**config.mk**
```make
export PLATFORM = sky130hd
export DESIGN_NAME = shift_arbiter
export DESIGN_NICKNAME = d
export VERILOG_FILES = /design/src/rtl/shift_pkg.sv /design/src/rtl/barrel_shifter.sv /design/src/rtl/shift_arbiter.sv
export SDC_FILE = /design/constraint.sdc
export NUM_CORES = 1
export LEC_CHECK = 0
export ABC_CLOCK_PERIOD_IN_PS = 1600
export BUFFER_PORTS_ARGS = -buffer_cell sky130_fd_sc_hd__clkbuf_2
export CORE_UTILIZATION = 47
export CTS_CLUSTER_DIAMETER = 200
export DETAILED_ROUTE_END_ITERATION = 10
export PLACE_DENSITY = 0.76
export SKIP_LAST_GASP = 1
export SYNTH_ARGS = -nofsm -noshare
export SYNTH_HDL_FRONTEND = slang
export SYNTH_SLANG_ARGS = --single-unit
```
**constraint.sdc**
```tcl
create_clock -name clk -period 1.6 [get_ports clk]
set_input_delay 0.32 -clock clk [delete_from_list [all_inputs] [get_ports clk]]
set_output_delay 0.32 -clock clk [all_outputs]
set_load 0.1 [all_outputs]
```
**src/rtl/shift_pkg.sv**
```systemverilog
// Shared constants and state encoding for the two-requester shift arbiter.
// DATA_W/SHAMT_W size the operand and shift amount; the state enum is 2 bits wide.
package shift_pkg;

  localparam int DATA_W  = 8;
  localparam int SHAMT_W = 3;
  localparam int NUM_REQ = 2;

  typedef enum logic [1:0] {
    ST_IDLE  = 2'd0,
    ST_SHIFT = 2'd1,
    ST_RESP  = 2'd2
  } state_e;

  function automatic logic [NUM_REQ-1:0] id_to_onehot(input logic id);
    return id ? 2'b10 : 2'b01;
  endfunction

endpackage

```
**src/rtl/barrel_shifter.sv**
```systemverilog
// Logarithmic logical barrel shifter with zero fill.
// direction = 1 shifts left, direction = 0 shifts right.
module barrel_shifter
  import shift_pkg::*;
(
  input  logic [DATA_W-1:0]  in,
  input  logic [SHAMT_W-1:0] shift,
  input  logic               direction,
  output logic [DATA_W-1:0]  out
);

  logic [DATA_W-1:0] stage;

  // Each stage handles one bit of the shift amount: 1, 2, then 4 positions.
  always_comb begin
    stage = in;
    for (int i = 0; i < SHAMT_W; i++) begin
      if (shift[i]) begin
        stage = direction ? (stage << (1 << i)) : (stage >> (1 << i));
      end
    end
    out = stage;
  end

endmodule

```
**src/rtl/shift_arbiter.sv**
```systemverilog
// Round-robin arbiter granting one of two requesters access to a shared
// barrel shifter; each operation walks IDLE -> SHIFT -> RESP.
module shift_arbiter
  import shift_pkg::*;
(
  input  logic                 clk,
  input  logic                 rst_n,
  input  logic [NUM_REQ-1:0]   req_valid,
  output logic [NUM_REQ-1:0]   req_ready,
  input  logic [DATA_W-1:0]    req_in0,
  input  logic [DATA_W-1:0]    req_in1,
  input  logic [SHAMT_W-1:0]   req_shift0,
  input  logic [SHAMT_W-1:0]   req_shift1,
  input  logic                 req_dir0,
  input  logic                 req_dir1,
  output logic [NUM_REQ-1:0]   rsp_valid,
  input  logic [NUM_REQ-1:0]   rsp_ready,
  output logic [DATA_W-1:0]    rsp_data,
  output logic                 busy,
  output logic [1:0]           dbg_state_o
);

  // Handshakes: a request transfers in the cycle req_valid[i] and req_ready[i]
  // are both high (req_ready only ever rises in IDLE); a response transfers in
  // the cycle rsp_valid[i] and rsp_ready[i] are both high. Requesters hold
  // their fields stable while req_valid is up and not yet accepted.

  state_e              state_q, state_d;
  logic                ptr_q, ptr_d;
  logic [DATA_W-1:0]   op_q, op_d;
  logic [SHAMT_W-1:0]  shamt_q, shamt_d;
  logic                dir_q, dir_d;
  logic                id_q, id_d;
  logic [DATA_W-1:0]   data_q, data_d;

  logic                any_req;
  logic                grant_id;
  logic [DATA_W-1:0]   shift_out;

  assign any_req  = |req_valid;
  // A lone requester wins outright; the pointer only breaks ties.
  assign grant_id = (req_valid == 2'b11) ? ptr_q : req_valid[1];

  barrel_shifter u_shifter (
    .in        (op_q),
    .shift     (shamt_q),
    .direction (dir_q),
    .out       (shift_out)
  );

  always_ff @(posedge clk or negedge rst_n) begin
    if (!rst_n) begin
      state_q <= ST_IDLE;
      ptr_q   <= 1'b0;
      op_q    <= '0;
      shamt_q <= '0;
      dir_q   <= 1'b0;
      id_q    <= 1'b0;
      data_q  <= '0;
    end else begin
      state_q <= state_d;
      ptr_q   <= ptr_d;
      op_q    <= op_d;
      shamt_q <= shamt_d;
      dir_q   <= dir_d;
      id_q    <= id_d;
      data_q  <= data_d;
    end
  end

  always_comb begin
    state_d = state_q;
    case (state_q)
      ST_IDLE:  if (any_req) state_d = ST_SHIFT;
      ST_SHIFT: state_d = ST_RESP;
      ST_RESP:  if (rsp_ready[id_q]) state_d = ST_IDLE;
      default:  state_d = ST_IDLE;
    endcase
  end

  always_comb begin
    ptr_d   = ptr_q;
    op_d    = op_q;
    shamt_d = shamt_q;
    dir_d   = dir_q;
    id_d    = id_q;
    data_d  = data_q;
    if (state_q == ST_IDLE && any_req) begin
      id_d  = grant_id;
      ptr_d = ~ptr_q;
      if (grant_id) begin
        op_d    = req_in1;
        shamt_d = req_shift1;
        dir_d   = req_dir1;
      end else begin
        op_d    = req_in0;
        shamt_d = req_shift0;
        dir_d   = req_dir0;
      end
    end
    if (state_q == ST_SHIFT) begin
      data_d = shift_out;
    end
  end

  // req_ready is gated by rst_n so it drops the instant reset asserts,
  // even while a requester is still holding req_valid.
  always_comb begin
    req_ready = '0;
    rsp_valid = '0;
    if (state_q == ST_IDLE && any_req && rst_n) begin
      req_ready = id_to_onehot(grant_id);
    end
    if (state_q == ST_RESP) begin
      rsp_valid = id_to_onehot(id_q);
    end
  end

  assign rsp_data    = data_q;
  assign busy        = (state_q != ST_IDLE);
  assign dbg_state_o = state_q;

endmodule

```
==> flow_summary.toml, run 1 <==
[sta]
rsz0062_at_grt = "true"
hold_violations = 0
fin_crit_ns = 1.87
max_freq_ghz = 0.535
worst_hold_slack_ns = 0.276
postLayoutSetupSlackWorst_ns = -0.270
final_max_slew_viol_count = 0
fin_crit_sh_pct = 117
totalNegativeSetupSlack_ns = -0.963
clock_skew_ns = 0.00850
worstMarginPinSlew_ns = 0.585
setup_violations = 5
relSlewSlack_pct = 61.0

[global_routing]
grt_pass1_wl_um = 6010
grt_antenna_before_repair = 0
grt-busiest-layer = "met2"
grtUsageMet2_pct = 37.5
grt_start_max_net_pins = 28
use_met3_pct = 2.81
gr-total-overflow = 0
first_global_vias = 1339
grt.met1_usage_pct = 31.0
track_usage_pct = 22.7

[synth]
yosys.area_share.simple_pct = 15.4
muxShareOfSynthArea_pct = 17.1
ys_ff_latch = 24
syn_area_mm2 = 0.00158
synth_compound_area_share_pct = 19.5
synth_top_family_by_area = "compound AO/OA/AOI/OAI gates"
synth_top_cell_by_area = "dfrtp_1"
synth.net_count = 199
syn_inst = 169
yosys.area.top_type_share_pct = 38.0
yosysUniqueCellTypes = 40
syn_avg_cell_area_um2 = 9.36
ys_seq_area_share_pct = 38.0
synth_area_leaders = "dfrtp_1, mux2i_1, nor2_1, a21oi_1, buf_6"
yosys_warnings = 0
synth_xor_area_share_pct = 0.554
synthAdderAreaFrac_pct = 0

[clocking]
clkSinkCount = 24
cts.reportedPaths.clkPinSlew_ns = 0.13
clk_latency_ns = 0.31
clockBufferDepth = 2
cts_buffers = 3
cts_max_level = 1
clock_tree.root_cell = "clkbuf_4"
tritoncts = "built"

[worst_hold_path]
worstHoldPathType = "primary input to register"

[outcome]
violations = "setup timing"
outcome = "finished, violations left"

[die]
die_y_um = 60.0
rows = 20
core_area_mm2 = 0.00313
die_area_mm2 = 0.00360
initial_core_util_pct = 50.6
die_width_um = 60.0
ios = 45

[route]
drcViolationCount = 0
drt_iter0_markers = 91
detail_route.wirelength_um = 3720
dr.pass1.iters = 5
avgViaCountPerCell = 5.40
routedWlPerCell_um = 13.9
dr_total_vias = 1446
ant_nets = 0

[setup_path]
cp_max_fo = 3
worstPathArrival_ns = 1.55
worst_setup_path_start_kind = "register"
path_delay_family = "simple AND/OR/NAND/NOR gates"
worst_setup_path_end_kind = "output pin"
crit_buf_inv = 1
worstPathRequired_ns = 1.28
cpPeakStageDelay_ns = 0.50
slowest_stage = "dfrtp_4"
path_cells = "or2_4 -> nor2_4 -> and3_4 -> buf_12"
criticalPathCategory = "register to output pin"

[finish]
nFillCells = 247
syn2layout_area_growth_pct = 34.3
final_cells = 268
final_common_cell = "clkbuf_2"
diodes = 0
drive_gt1_share_pct = 41.5
layout_common_cells = "clkbuf_2, nor2_1, mux2i_1, dfrtp_1, buf_4"
layout.nets = 255

[place]
port_buffers = 44
place_ws_ns = 0.00815
numPlacedInstances = 257
gp_congestion = 0.877
place_hpwl_um = 2890

[job]
drv_cap = 0
-- cells by family after synthesis --
kind of cell,Yosys count
compound gates,48
xor+xnor,1
buf+inv,20
flops,24
mux,24
simple gates,52
-- registers in the layout, indices dropped and copies added, names as in the netlist --
| name | cells |
|---|---|
| dir_q | 1 |
| op_q | 8 |
| dbg_state_o | 2 |
| ptr_q | 1 |
| id_q | 1 |
| shamt_q | 3 |
| rsp_data | 8 |
-- worst min-delay path, stage by stage --
cell and delay (ns):
clkbuf_2 0.07, mux2_2 0.13, o21bai_1 0.05
-- area by class of cell --
| cell class | instances | area (um^2) | share of cell area [%] |
|---|---|---|---|
| Timing Repair Buffer | 66 | 498 | 23.4 |
| Sequential cell | 24 | 609 | 28.7 |
| Tap cell | 44 | 55.1 | 2.59 |
| Multi-Input combinational cell | 125 | 907 | 42.7 |
| Inverter | 5 | 18.8 | 0.883 |
| Clock buffer | 4 | 36.3 | 1.71 |
-- synth_stat cells --
cell	count
nor2_1	29
dfrtp_1	24
mux2i_1	21
a21oi_1	20
buf_6	7
inv_1	5
nand2_1	5
nand3_1	4
a211oi_1	3
a31oi_1	3
buf_2	3
nand3b_1	3
nor2b_1	3
o21a_1	3
a2bb2oi_1	2
and3_1	2
buf_4	2
clkbuf_1	2
nand2b_1	2
o21ai_0	2
o21ai_1	2
o221ai_1	2
o22a_1	2
o22ai_1	2
a211o_1	1
a211oi_2	1
a21boi_1	1
a22oi_1	1
and3_2	1
clkbuf_8	1
mux2_2	1
mux4_1	1
mux4_2	1
nor2_4	1
nor3_1	1
o211ai_1	1
o21ai_2	1
o21bai_1	1
or2_2	1
xor2_1	1
-- final timing paths --
kind | depth (start not counted) | slack, ns | startpoint | to
max | 4 | -0.27 | dbg_state_o[1] | req_ready[0]
min | 3 | 0.28 | rsp_ready[0] | dbg_state_o[1]
max reg2reg | 4 | 0.07 | dir_q | rsp_data[3]
min reg2reg | 1 | 0.51 | ptr_q | ptr_q
max in group asynchronous | 3 | 0.88 | rst_n | shamt_q[0]
min in group asynchronous | 3 | 0.55 | rst_n | dbg_state_o[0]
-- metal layers --
metal	vias up	wire, um
li1	717	-
met1	689	1680
met2	38	1880
met3	2	132
met4	0	25
met5	-	0
-- stage by stage --
stage / area, um^2 / util [%]
2_1_floorplan: 1680 / -
3_3_place_gp: 1980 / 63.4
3_5_place_dp: 1980 / 63.4
4_1_cts: 2050 / 65.6
5_1_grt: 2120 / 67.9
6_report: 2120 / 67.9
-- what timing repair did --
action,CTS,global route
pin swaps,2,2
hold buffers,1,0
hold endpoints to repair,24,0
buffers inserted,2,3
gates cloned,0,1
resized for setup,2,7
setup endpoints to repair,6,11
Power of run 1 is left out: the tool's default activity adds up to more than one toggle a clock period on the data nets, which glitch-free logic cannot reach.
==> inputs of run 2 (changes only) <==
- PLACE_DENSITY: 0.76 -> 0.81
- TNS_END_PERCENT: default -> 10
==> run 2 against run 1 <==
Effect of this change:
- the run still ends with setup timing left
- largest cell class unchanged
- sequential share of layout area rose by 1.5 points
- design area is 5.2% lower
- setup slack improved by 0.012 ns
- global-route usage decreased by 0.79 points
- critical path type unchanged
- wire length fell by 4.2%
==> flow_summary.toml, run 2 (synthesis gave the netlist of run 1 again) <==
[outcome]
outcome = "finished, violations left"
violations = "setup timing"

[die]
die_width_um = 60.0
core_area_mm2 = 0.00313
die_y_um = 60.0
rows = 20
initial_core_util_pct = 50.6
ios = 45
die_area_mm2 = 0.00360

[finish]
nFillCells = 254
multiInputGateArea_um2 = 856
layout.nets = 252
final_common_cell = "clkbuf_2"
layout_common_cells = "clkbuf_2, nor2_1, dfrtp_1"
syn2layout_area_growth_pct = 27.4
drive_gt1_share_pct = 35.7
seq_area_um2 = 608
diodes = 0

[global_routing]
first_global_vias = 1254
grt_antenna_before_repair = 0
grt_pass1_wl_um = 5910
gr-total-overflow = 0
track_usage_pct = 21.9
grt_start_max_net_pins = 28

[route]
ant_nets = 0
avgViaCountPerCell = 5.29
dr.pass1.iters = 4
dr_total_vias = 1403
drt_iter0_markers = 18
drcViolationCount = 0
routedWlPerCell_um = 13.4
detail_route.wirelength_um = 3560

[clocking]
tritoncts = "built"
cts_buffers = 3
clockBufferDepth = 2
cts_max_level = 1
clock_tree.root_cell = "clkbuf_4"
clk_latency_ns = 0.32
cts-resized-gates = 0
cts.reportedPaths.clkPinSlew_ns = 0.14
clkSinkCount = 24

[job]
drv_cap = 0

[setup_path]
worst_setup_path_end_kind = "output pin"
cp_max_fo = 4
criticalPathCategory = "register to output pin"
worstPathArrival_ns = 1.54
worst_setup_path_start_kind = "register"
worstPathRequired_ns = 1.28

[sta]
rsz0062_at_grt = "true"
final_max_slew_viol_count = 0
setup_violations = 8
relSlewSlack_pct = 62.5
max_freq_ghz = 0.538
fin_crit_sh_pct = 116
fin_crit_ns = 1.86
postLayoutSetupSlackWorst_ns = -0.258
clock_skew_ns = 0.0119
worstMarginPinSlew_ns = 0.563
hold_violations = 0

[place]
place_ws_ns = -0.00640
port_buffers = 44
place_hpwl_um = 2730
gp_congestion = 0.869

[worst_hold_path]
worstHoldPathType = "primary input to asynchronous set/reset pin"
## run 2: changes by cell type in the layout (fill, tap and decap cells not counted)
cell and delta:
o21ai_2 -1, nand2b_4 -1, buf_8 -1, dfrtp_2 -1
a21oi_1 +8, clkbuf_16 -1, a21oi_2 -8, clkbuf_2 +1
dfrtp_1 +1, buf_6 -2, o21ai_1 +1, nor2_2 +2
nand2b_1 +1, nor2_4 -2
## run 2: routing by layer
metal	track usage, %	vias to the layer above	routed length, um
li1	-	712	-
met1	30.3	643	1680
met2	36.8	44	1720
met3	3.25	4	141
met4	3.65	0	19
met5	0	-	0
## run 2: cell type report
| cell class | count | area share (%) |
|---|---|---|
| Inverter | 5 | 0.932 |
| Tap cell | 44 | 2.73 |
| Multi-Input combinational cell | 125 | 42.5 |
| Clock buffer | 4 | 1.80 |
| Timing Repair Buffer | 63 | 21.9 |
| Sequential cell | 24 | 30.2 |
## run 2: path summary, 6_finish.rpt
kind | cells past startpoint | start | slack [ns] | to
max | 4 | dbg_state_o[1] | -0.26 | req_ready[0]
min | 2 | rst_n | 0.01 | rsp_data[0]
max reg2reg | 5 | dir_q | -0.06 | rsp_data[4]
min reg2reg | 1 | ptr_q | 0.51 | ptr_q
max in group asynchronous | 3 | rst_n | 0.90 | dbg_state_o[0]
min in group clk | 3 | req_in1[2] | 0.28 | op_q[2]
## run 2: timing repair
| item | CTS | global route |
|---|---|---|
| hold buffers | 1 | 0 |
| buffers inserted | 2 | 0 |
| endpoints found under the hold margin | 7 | 0 |
| pin swaps | 1 | 0 |
| endpoints found under the setup margin | 6 | 14 |
## run 2: through the flow
stage               instance area [um^2]  utilization [%]  setup TNS (ns)  hold WS (ns)  std cells
finish                              2010             64.4          -0.844        0.0124        265
global route                        2010             64.4           -1.80        0.0370        265
floorplan                           1630                -           -2.93        0.0244        169
CTS                                 2010             64.4          -0.885        0.0199        265
detailed placement                  1950             62.4        -0.00640         0.334        258
global placement                    1950             62.4               0         0.316        258
## run 2: critical path, stage by stage, from the launching register on
cell	delay, ns
dfrtp_4	0.49
or2_4	0.29
nor2_4	0.09
and3_4	0.19
buf_12	0.17
Power of run 2 is left out for the same reason.
